[config.mk]
export PLATFORM = sky130hd
export DESIGN_NAME = sd_spi_led_status_ctrl
export DESIGN_NICKNAME = d
export VERILOG_FILES = /design/src/rtl/sd_spi_led_status_ctrl.sv
export SDC_FILE = /design/constraint.sdc
export NUM_CORES = 1
export LEC_CHECK = 0
export ABC_AREA = 1
export BUFFER_PORTS_ARGS = -buffer_cell sky130_fd_sc_hd__buf_2
export CAP_MARGIN = 20
export CELL_PAD_IN_SITES_DETAIL_PLACEMENT = 1
export CELL_PAD_IN_SITES_GLOBAL_PLACEMENT = 2
export CORE_ASPECT_RATIO = 1.25
export CORE_MARGIN = 5
export CORE_UTILIZATION = 30
export CTS_BUF_LIST = sky130_fd_sc_hd__clkbuf_16
export DETAILED_ROUTE_END_ITERATION = 6
export PLACE_DENSITY = 0.65
export SLEW_MARGIN = 20
export SYNTH_ARGS = -nofsm -noshare
export SYNTH_HDL_FRONTEND = slang
export SYNTH_SLANG_ARGS = --single-unit
export TNS_END_PERCENT = 20
[constraint.sdc]
create_clock -name clk -period 2.6 [get_ports clk]
set_input_delay 0.78 -clock clk [delete_from_list [all_inputs] [get_ports clk]]
set_output_delay 0.78 -clock clk [all_outputs]
set_load 0.02 [all_outputs]
[src/rtl/sd_spi_led_status_ctrl.sv]
// LED bank owner for the SD-over-SPI subsystem: first-error latch with a
// blink-count code on led[0], plus heartbeat, activity stretcher, init and sticky error lights.
//
// state  | meaning
// -------+-----------------------------------------------------------
// S_IDLE | no error pending, led[0] dark, blink prescaler held at 0
// S_ON   | blink lit; code 0 stays here forever (solid on)
// S_OFF  | blink dark between pulses
// S_GAP  | dark gap after the last pulse of a sequence
module sd_spi_led_status_ctrl #(
    parameter int unsigned TICK_DIV      = 50000,
    parameter int unsigned BLINK_TICKS   = 200,
    parameter int unsigned GAP_TICKS     = 1000,
    parameter int unsigned HB_TICKS      = 500,
    parameter int unsigned STRETCH_TICKS = 50
) (
    input  logic       clk,
    input  logic       reset_n,
    input  logic       error_flag,
    input  logic [3:0] error_code,
    input  logic       busy,
    input  logic       init_done,
    input  logic       clear,
    output logic [5:0] led,
    output logic [3:0] err_code_q
);

    localparam int unsigned TD_W   = $clog2(TICK_DIV);
    localparam int unsigned PH_MAX = (BLINK_TICKS > GAP_TICKS) ? BLINK_TICKS : GAP_TICKS;
    localparam int unsigned PH_W   = $clog2(PH_MAX + 1);
    localparam int unsigned HB_W   = $clog2(HB_TICKS + 1);
    localparam int unsigned ST_W   = $clog2(STRETCH_TICKS + 1);

    localparam logic [TD_W-1:0] TD_LAST    = TD_W'(TICK_DIV - 1);
    localparam logic [PH_W-1:0] BLINK_LOAD = PH_W'(BLINK_TICKS - 1);
    localparam logic [PH_W-1:0] GAP_LOAD   = PH_W'(GAP_TICKS - 1);
    localparam logic [HB_W-1:0] HB_LAST    = HB_W'(HB_TICKS - 1);
    localparam logic [ST_W-1:0] ST_LOAD    = ST_W'(STRETCH_TICKS);

    typedef enum logic [1:0] {S_IDLE, S_ON, S_OFF, S_GAP} state_t;

    state_t          state_q, state_d;
    logic [3:0]      blink_cnt_q, blink_cnt_d;
    logic [PH_W-1:0] phase_q, phase_d;
    logic [TD_W-1:0] bpre_q, bpre_d;
    logic [TD_W-1:0] fpre_q, fpre_d;
    logic [HB_W-1:0] hb_cnt_q, hb_cnt_d;
    logic [ST_W-1:0] str_q, str_d;
    logic            hb_q, hb_d;
    logic            act_q, act_d;
    logic            init_q, init_d;
    logic            led0_q, led0_d;
    logic            err_pend_q, err_pend_d;
    logic [3:0]      err_code_d;
    logic            capture, btick, ftick;

    always_comb begin
        // clear frees the latch in the same cycle, so a coincident error is captured
        capture = error_flag && (!err_pend_q || clear);
        btick   = (bpre_q == TD_LAST);
        ftick   = (fpre_q == TD_LAST);

        err_pend_d  = err_pend_q;
        err_code_d  = err_code_q;
        state_d     = state_q;
        blink_cnt_d = blink_cnt_q;
        phase_d     = phase_q;
        bpre_d      = bpre_q;
        fpre_d      = fpre_q;
        hb_cnt_d    = hb_cnt_q;
        hb_d        = hb_q;
        str_d       = str_q;

        if (capture) begin
            err_pend_d = 1'b1;
            err_code_d = error_code;
        end else if (clear) begin
            err_pend_d = 1'b0;
            err_code_d = 4'd0;
        end

        if (capture || clear || state_q == S_IDLE) begin
            bpre_d = '0;
        end else if (btick) begin
            bpre_d = '0;
        end else begin
            bpre_d = bpre_q + TD_W'(1);
        end

        if (capture) begin
            state_d     = S_ON;
            blink_cnt_d = 4'd0;
            phase_d     = BLINK_LOAD;
        end else if (clear) begin
            state_d     = S_IDLE;
            blink_cnt_d = 4'd0;
            phase_d     = '0;
        end else if (btick) begin
            if (phase_q != '0) begin
                phase_d = phase_q - PH_W'(1);
            end else begin
                case (state_q)
                    S_ON: begin
                        if (err_code_q != 4'd0) begin
                            blink_cnt_d = blink_cnt_q + 4'd1;
                            state_d     = S_OFF;
                            phase_d     = BLINK_LOAD;
                        end
                    end
                    S_OFF: begin
                        if (blink_cnt_q == err_code_q) begin
                            state_d = S_GAP;
                            phase_d = GAP_LOAD;
                        end else begin
                            state_d = S_ON;
                            phase_d = BLINK_LOAD;
                        end
                    end
                    S_GAP: begin
                        blink_cnt_d = 4'd0;
                        state_d     = S_ON;
                        phase_d     = BLINK_LOAD;
                    end
                    default: state_d = S_IDLE;
                endcase
            end
        end

        led0_d = (state_d == S_ON);

        fpre_d = ftick ? '0 : fpre_q + TD_W'(1);

        if (!init_done) begin
            hb_cnt_d = '0;
            hb_d     = 1'b0;
        end else if (ftick) begin
            if (hb_cnt_q == HB_LAST) begin
                hb_cnt_d = '0;
                hb_d     = ~hb_q;
            end else begin
                hb_cnt_d = hb_cnt_q + HB_W'(1);
            end
        end

        if (busy) begin
            str_d = ST_LOAD;
        end else if (ftick && str_q != '0) begin
            str_d = str_q - ST_W'(1);
        end
        act_d  = busy || (str_d != '0);
        init_d = init_done;
    end

    always_ff @(posedge clk or negedge reset_n) begin
        if (!reset_n) begin
            state_q     <= S_IDLE;
            blink_cnt_q <= 4'd0;
            phase_q     <= '0;
            bpre_q      <= '0;
            fpre_q      <= '0;
            hb_cnt_q    <= '0;
            hb_q        <= 1'b0;
            str_q       <= '0;
            act_q       <= 1'b0;
            init_q      <= 1'b0;
            led0_q      <= 1'b0;
            err_pend_q  <= 1'b0;
            err_code_q  <= 4'd0;
        end else begin
            state_q     <= state_d;
            blink_cnt_q <= blink_cnt_d;
            phase_q     <= phase_d;
            bpre_q      <= bpre_d;
            fpre_q      <= fpre_d;
            hb_cnt_q    <= hb_cnt_d;
            hb_q        <= hb_d;
            str_q       <= str_d;
            act_q       <= act_d;
            init_q      <= init_d;
            led0_q      <= led0_d;
            err_pend_q  <= err_pend_d;
            err_code_q  <= err_code_d;
        end
    end

    assign led = {err_pend_q, 1'b0, init_q, act_q, hb_q, led0_q};

endmodule

==> metrics, run 1 <==
R2R setup slack=0.74 ns; clk buf depth=2; clock skew=0.005012 ns; CP cell instances=inv_1 -> ha_1 -> nand3_1 -> nor2_8 -> nand2_2 -> nand2_2 -> nand2_4 -> clkinv_4 -> nor2_2 -> a21oi_1; io pins=20; async set-or-reset flop fraction in the synthesized netlist=1.000; TritonCTS Sinks=72; crit-path max FO=13; crit share post-route=0.7170; Fmax=0.5365 GHz; area delta synth->final=12.22%; XOR/XNOR share of the synthesized area=0.03383; post-CTS sizing=0; synthesized net count=586; Worst R2R Path Depth=10; Final TNS setup=0 ns; slowest CP cell=dfrtp_1; post-synthesis register bit count=72; Worst setup SP type=register; GR Overflow Total=0; All-Layer GR Usage=0.1414; CP dominant cell by count=nand2_2; Final Max Slew Viols=0; max incr delay on CP=0.39 ns; Syn Area/Cell=7.750 µm²; placed insts=756; RSZ-0062 raised after global routing=false; fin nets=607; Port Buf Inserts=18; Worst Path Required=2.86 ns; worst hold slack=0.3622 ns; main combinational cell family by area after synthesis=simple AND/OR/NAND/NOR gates; Crit Path Class=reg -> reg; Flop pwr share=0.437; antenna violations before repair=0; DR iter-0 viols=99; core area=14410 µm²; Starting Density=0.3055; Die H=145.4 µm; layout cell share with drive strength beyond 1=0.1532; post-route ant nets=0; routed wire length=11.49 mm; synthesized cell area=4402 µm²; Worst IR Drop VDD=0.3159 mV; leakage power=2.277 nW; std cell rows=49; fill count=1757; reg2reg end=phase_q[0]; sequential-to-total area share from yosys stat=0.4093; GP Congestion=0.7590; Hold WC Path Type=in -> async; max_cap viols=0; final hold vios=0; mux share of post-synthesis cell area=0; Post-synth top flop=dfrtp_1; Post-Synth Simple-Gate Area=0.3638; crit end category=register; largest net degree at the start of global routing=46; Int Pwr=1.992 mW; wire length of the first global-routing pass=19.87 mm; clock power share=0.449; Netlist cell types=45; Cell Count, Final, Fillers Out=772; clk_lat worst skew=0.34 ns; # hold bufs at CTS=0; min Tclk post-route=1.864 ns; drt pass-1 iters=4; die area=17210 µm²; clk slew on worst S/H paths=0.06 ns; Clock Tree Root=clkbuf_16; total power=2.747 mW; yosys warns=0; CTS tree=built; wire per inst=14.89 µm; # setup viols final=0; # H-tree levels=3; Final Util=0.3429; Post-Synth Adder-Cell Area=0.02274; vias=3727; Post-CTS Setup Inserts=0; vias in the first global route=3962; CTS Buf Count=9; Comb pwr share=0.115; RR Startpoint=phase_q[0]; status=finished, final reports clean; ant diodes=0; Syn Inst Count=568; Die W=118.3 µm; Post-synth EDFFs=0; Switch Pwr=755.1 µW; DRC viols=0; switching share of power=0.2749; power density cells=556.0 nW/µm²; DP HPWL=8.806 mm; Compound-Gate Fraction of Synth Area=0.07987; Vias per Instance=4.828; CP Data Arrival Time=2.13 ns
[power by group through the flow]
stage / clock, mW / combinational, mW / sequential, mW
4_1_cts: 1.28 / 0.326 / 1.20
5_1_grt: 1.33 / 0.359 / 1.21
3_3_place_gp: 0 / 0.320 / 1.22
3_5_place_dp: 0 / 0.325 / 1.22
6_report: 1.23 / 0.316 / 1.20
2_1_floorplan: 0 / 0.224 / 1.21
[cell families after synthesis]
logic type,Yosys count
AND/OR/NAND/NOR,324
buffers and inverters,85
flip-flops,72
AO/OA/AOI/OAI,61
XOR/XNOR,17
adder cells (fa/ha/maj),8
other,1
[critical path: cells and delay by family (launching register included)]
family / cells / cell delay [ns]
AO/OA/AOI/OAI: 1 / 0.12
adder cells (fa/ha/maj): 1 / 0.19
buffers and inverters: 2 / 0.25
flip-flops: 1 / 0.39
AND/OR/NAND/NOR: 6 / 0.85
[layout make-up]
class	instances	area [µm²]	share of cell area
timing repair buffer	21	127.6	0.02584
tap	178	222.7	0.04509
clock buffer	9	225.2	0.04559
clock inverter	7	62.56	0.01266
sequential	72	1802	0.3647
multi-input combinational	411	2206	0.4466
inverter	74	294.0	0.05952
[sequential cells by signal, indices dropped and copies added, names as in the netlist]
signal and count:
act_q 1, blink_cnt_q 4, bpre_q 16, err_code_q 4, err_pend_q 1, fpre_q 16, hb_cnt_q 9, hb_q 1
init_q 1, led0_q 1, phase_q 10, state_q 2, str_q 6
[routing by layer]
metal,share of wire,GRT usage,vias to the layer above
met5,0,0,-
met4,0.016,0.05164,0
met3,0.027,0.02916,11
met2,0.50,0.2410,20
met1,0.45,0.1756,1812
li1,-,-,1884
[synth_stat cells (all sizes together), types with 2 or more instances]
master / count / share of area
nand3b: 3 / 0.0051
nand2: 118 / 0.11
nor3: 28 / 0.033
xor2: 15 / 0.030
nand4: 15 / 0.021
nor2: 90 / 0.11
inv: 70 / 0.062
dfrtp: 72 / 0.41
o21bai: 2 / 0.0034
nand3: 59 / 0.075
nor4: 2 / 0.0028
buf: 11 / 0.023
clkinv: 4 / 0.0048
a31oi: 2 / 0.0028
or2: 4 / 0.0057
nor3b: 2 / 0.0034
and3: 2 / 0.0028
a21oi: 25 / 0.032
ha: 8 / 0.023
o21ai: 30 / 0.038
xnor2: 2 / 0.0040
[per-stage QoR]
stage / setup WS, ns / instance area [µm²]
detailed placement: 0.5034 / 4652
global placement: 0.5714 / 4652
CTS: 0.6849 / 4940
global route: 0.5888 / 4940
finish: 0.7359 / 4940
floorplan: 0.7895 / 4402
[cell usage in the layout, fill, tap and decap left out, types with 2 or more instances in the layout]
master / netlist / final
xnor2_1: 2 / 2
nand2_1: 110 / 110
nand3_1: 52 / 52
clkinv_2: 1 / 3
nor2_8: 4 / 4
a31oi_1: 2 / 2
ha_1: 8 / 8
nand3b_1: 3 / 3
buf_2: 1 / 17
buf_4: 7 / 3
dfrtp_1: 72 / 72
o21ai_2: 2 / 2
nand3_2: 7 / 7
clkinvlp_4: 0 / 2
inv_1: 64 / 64
nand4_1: 15 / 15
nand2_2: 6 / 6
inv_4: 2 / 2
o21bai_1: 2 / 2
xor2_1: 15 / 15
inv_2: 3 / 3
nor3b_1: 2 / 2
or2_2: 4 / 4
nor3_1: 27 / 27
clkbuf_16: 0 / 9
and3_1: 2 / 2
a21oi_1: 23 / 23
nor2_2: 16 / 16
clkinv_1: 2 / 4
nor2_4: 3 / 3
o21ai_1: 4 / 4
nor2_1: 67 / 67
o21ai_0: 23 / 23
nand2_4: 2 / 2
nor4_1: 2 / 2
[worst max path at each step]
stage	slack, ns	from	to
after CTS	0.68	phase_q[0]	led0_q
after global placement	0.57	clear	phase_q[0]
after floorplan	0.79	clear	bpre_q[10]
after global routing	0.59	phase_q[0]	phase_q[0]
after detailed placement	0.50	clear	phase_q[0]
final	0.74	phase_q[0]	phase_q[0]
No activity file was read; power rests on OpenSTA's default activity.
==> run 2: changes to the inputs <==
==> constraint.sdc (replaced) <==
create_clock -name clk -period 1.75 [get_ports clk]
set_input_delay 0.525 -clock clk [delete_from_list [all_inputs] [get_ports clk]]
set_output_delay 0.525 -clock clk [all_outputs]
set_load 0.02 [all_outputs]
==> run 2 against run 1 <==
Register-to-register slack worse by 0.60 ns. Combinational power up 76%. Critical path depth down 1. Wire length up 5.4%. First-iteration DRC count up 20%. Sequential power up 48%. Worst hold slack worse by 0.32 ns. Clock power up 85%. Sequential share of layout area down 2.8 points. Power up 67%. Global-route usage up 0.39 points. Critical endpoint is now led0_q.
==> metrics, run 2 (synthesis results as in run 1) <==
Worst IR Drop VDD=0.4210 mV; crit end category=register; most frequent cells in the layout=nand2_1, dfrtp_1, inv_1; commonest non-fill, non-tap cell in the layout=nand2_1; sequential cell area=1802 µm²; TritonCTS Sinks=72; Worst R2R Path Depth=9; largest net degree at the start of global routing=31; DRC viols=0; drt pass-1 iters=4; Die H=145.4 µm; Die W=118.3 µm; wire length of the first global-routing pass=20.59 mm; power density cells=861.0 nW/µm²; post-route ant nets=0; DR iter-0 viols=119; max_cap viols=0; Crit Path Class=reg -> reg; die area=17210 µm²; core area=14410 µm²; fin nets=641; status=finished, final reports clean; DP Area=4885 µm²; clk_lat worst skew=0.34 ns; leakage power=2.483 nW; # setup viols final=0; Final Max Slew Viols=0; Clock Tree Root=clkbuf_16; DP HPWL=9.439 mm; reg2reg end=led0_q; vias=3880; ant diodes=0; All-Layer GR Usage=0.1453; layout cell share with drive strength beyond 1=0.2182; io pins=20; Port Buf Inserts=18; GR Overflow Total=0; CTS tree=built; fin area=5343 µm²; R2R setup slack=0.14 ns; Fmax=0.6207 GHz; CTS Buf Count=9; std cell rows=49; crit-path max FO=3; area delta synth->final=21.38%; min Tclk post-route=1.611 ns; final hold vios=0; Hold WC Path Type=in -> async; routed wire length=12.11 mm; RSZ-0062 raised after global routing=true; # H-tree levels=3; clock skew=0.007499 ns; Worst setup SP type=register; Starting Density=0.3055; vias in the first global route=4229; # hold bufs at CTS=0; crit share post-route=0.9205; CP Data Arrival Time=1.87 ns; post-placement setup slack=0.05627 ns; fill count=1764; Vias per Instance=4.814; RR Startpoint=bpre_q[0]; wire per inst=15.03 µm; Largest regs=bpre_q: 16 flops, fpre_q: 16 flops, phase_q: 10 flops; antenna violations before repair=0; clk slew on worst S/H paths=0.06 ns; clk buf depth=2; worst hold slack=0.04163 ns; GP Congestion=0.7912; Final Util=0.3708; Multi-input gate area=2281 µm²; Critical Path Start=bpre_q[0]; Final WS setup=0.1390 ns; Worst Path Required=2.01 ns
[run 2: routing by layer]
| layer | share of wire | global-route usage | vias up |
|---|---|---|---|
| met3 | 0.025 | 0.03460 | 9 |
| met2 | 0.52 | 0.2582 | 25 |
| met1 | 0.44 | 0.1737 | 1891 |
| met5 | 0 | 0 | - |
| li1 | - | - | 1955 |
| met4 | 0.013 | 0.04073 | 0 |
[run 2: worst max-delay path by stage]
stage,to,slack [ns],cells past startpoint
floorplan,phase_q[8],0.17,10
global placement,phase_q[5],0.09,7
detailed placement,bpre_q[12],0.06,10
CTS,bpre_q[12],0.03,10
global route,hb_q,-0.008,9
finish,led0_q,0.14,9
[run 2: timing repair]
item,in CTS,in global routing
setup buffers,0,3
resized for setup,0,18
setup endpoints to repair,0,24
[run 2: cell type report]
cell class / instances / share of cell area
clock buffer: 9 / 0.04215
clock inverter: 7 / 0.02529
inverter: 74 / 0.05504
multi-input combinational: 411 / 0.4269
sequential: 72 / 0.3372
tap: 178 / 0.04169
timing repair buffer: 55 / 0.07166
[run 2: critical path, stage by stage, from the launching register on]
cell	delay [ns]
dfrtp_1	0.41
ha_4	0.17
nand2_2	0.08
nor2_4	0.16
nand3_1	0.13
nor2_4	0.19
nand3_1	0.10
nor2_1	0.12
nor2_1	0.07
a21oi_1	0.11
[run 2: stage by stage]
stage / setup TNS, ns / instances / power (mW)
global placement: 0 / 787 / 2.335
finish: 0 / 806 / 4.600
CTS: 0 / 803 / 4.654
floorplan: 0 / 568 / 2.137
global route: -0.008626 / 806 / 4.816
detailed placement: 0 / 787 / 2.348
[run 2: power by group]
group / internal, mW / switching [mW]
clock network: 1.53 / 0.745
logic: 0.206 / 0.350
registers: 1.72 / 0.0516
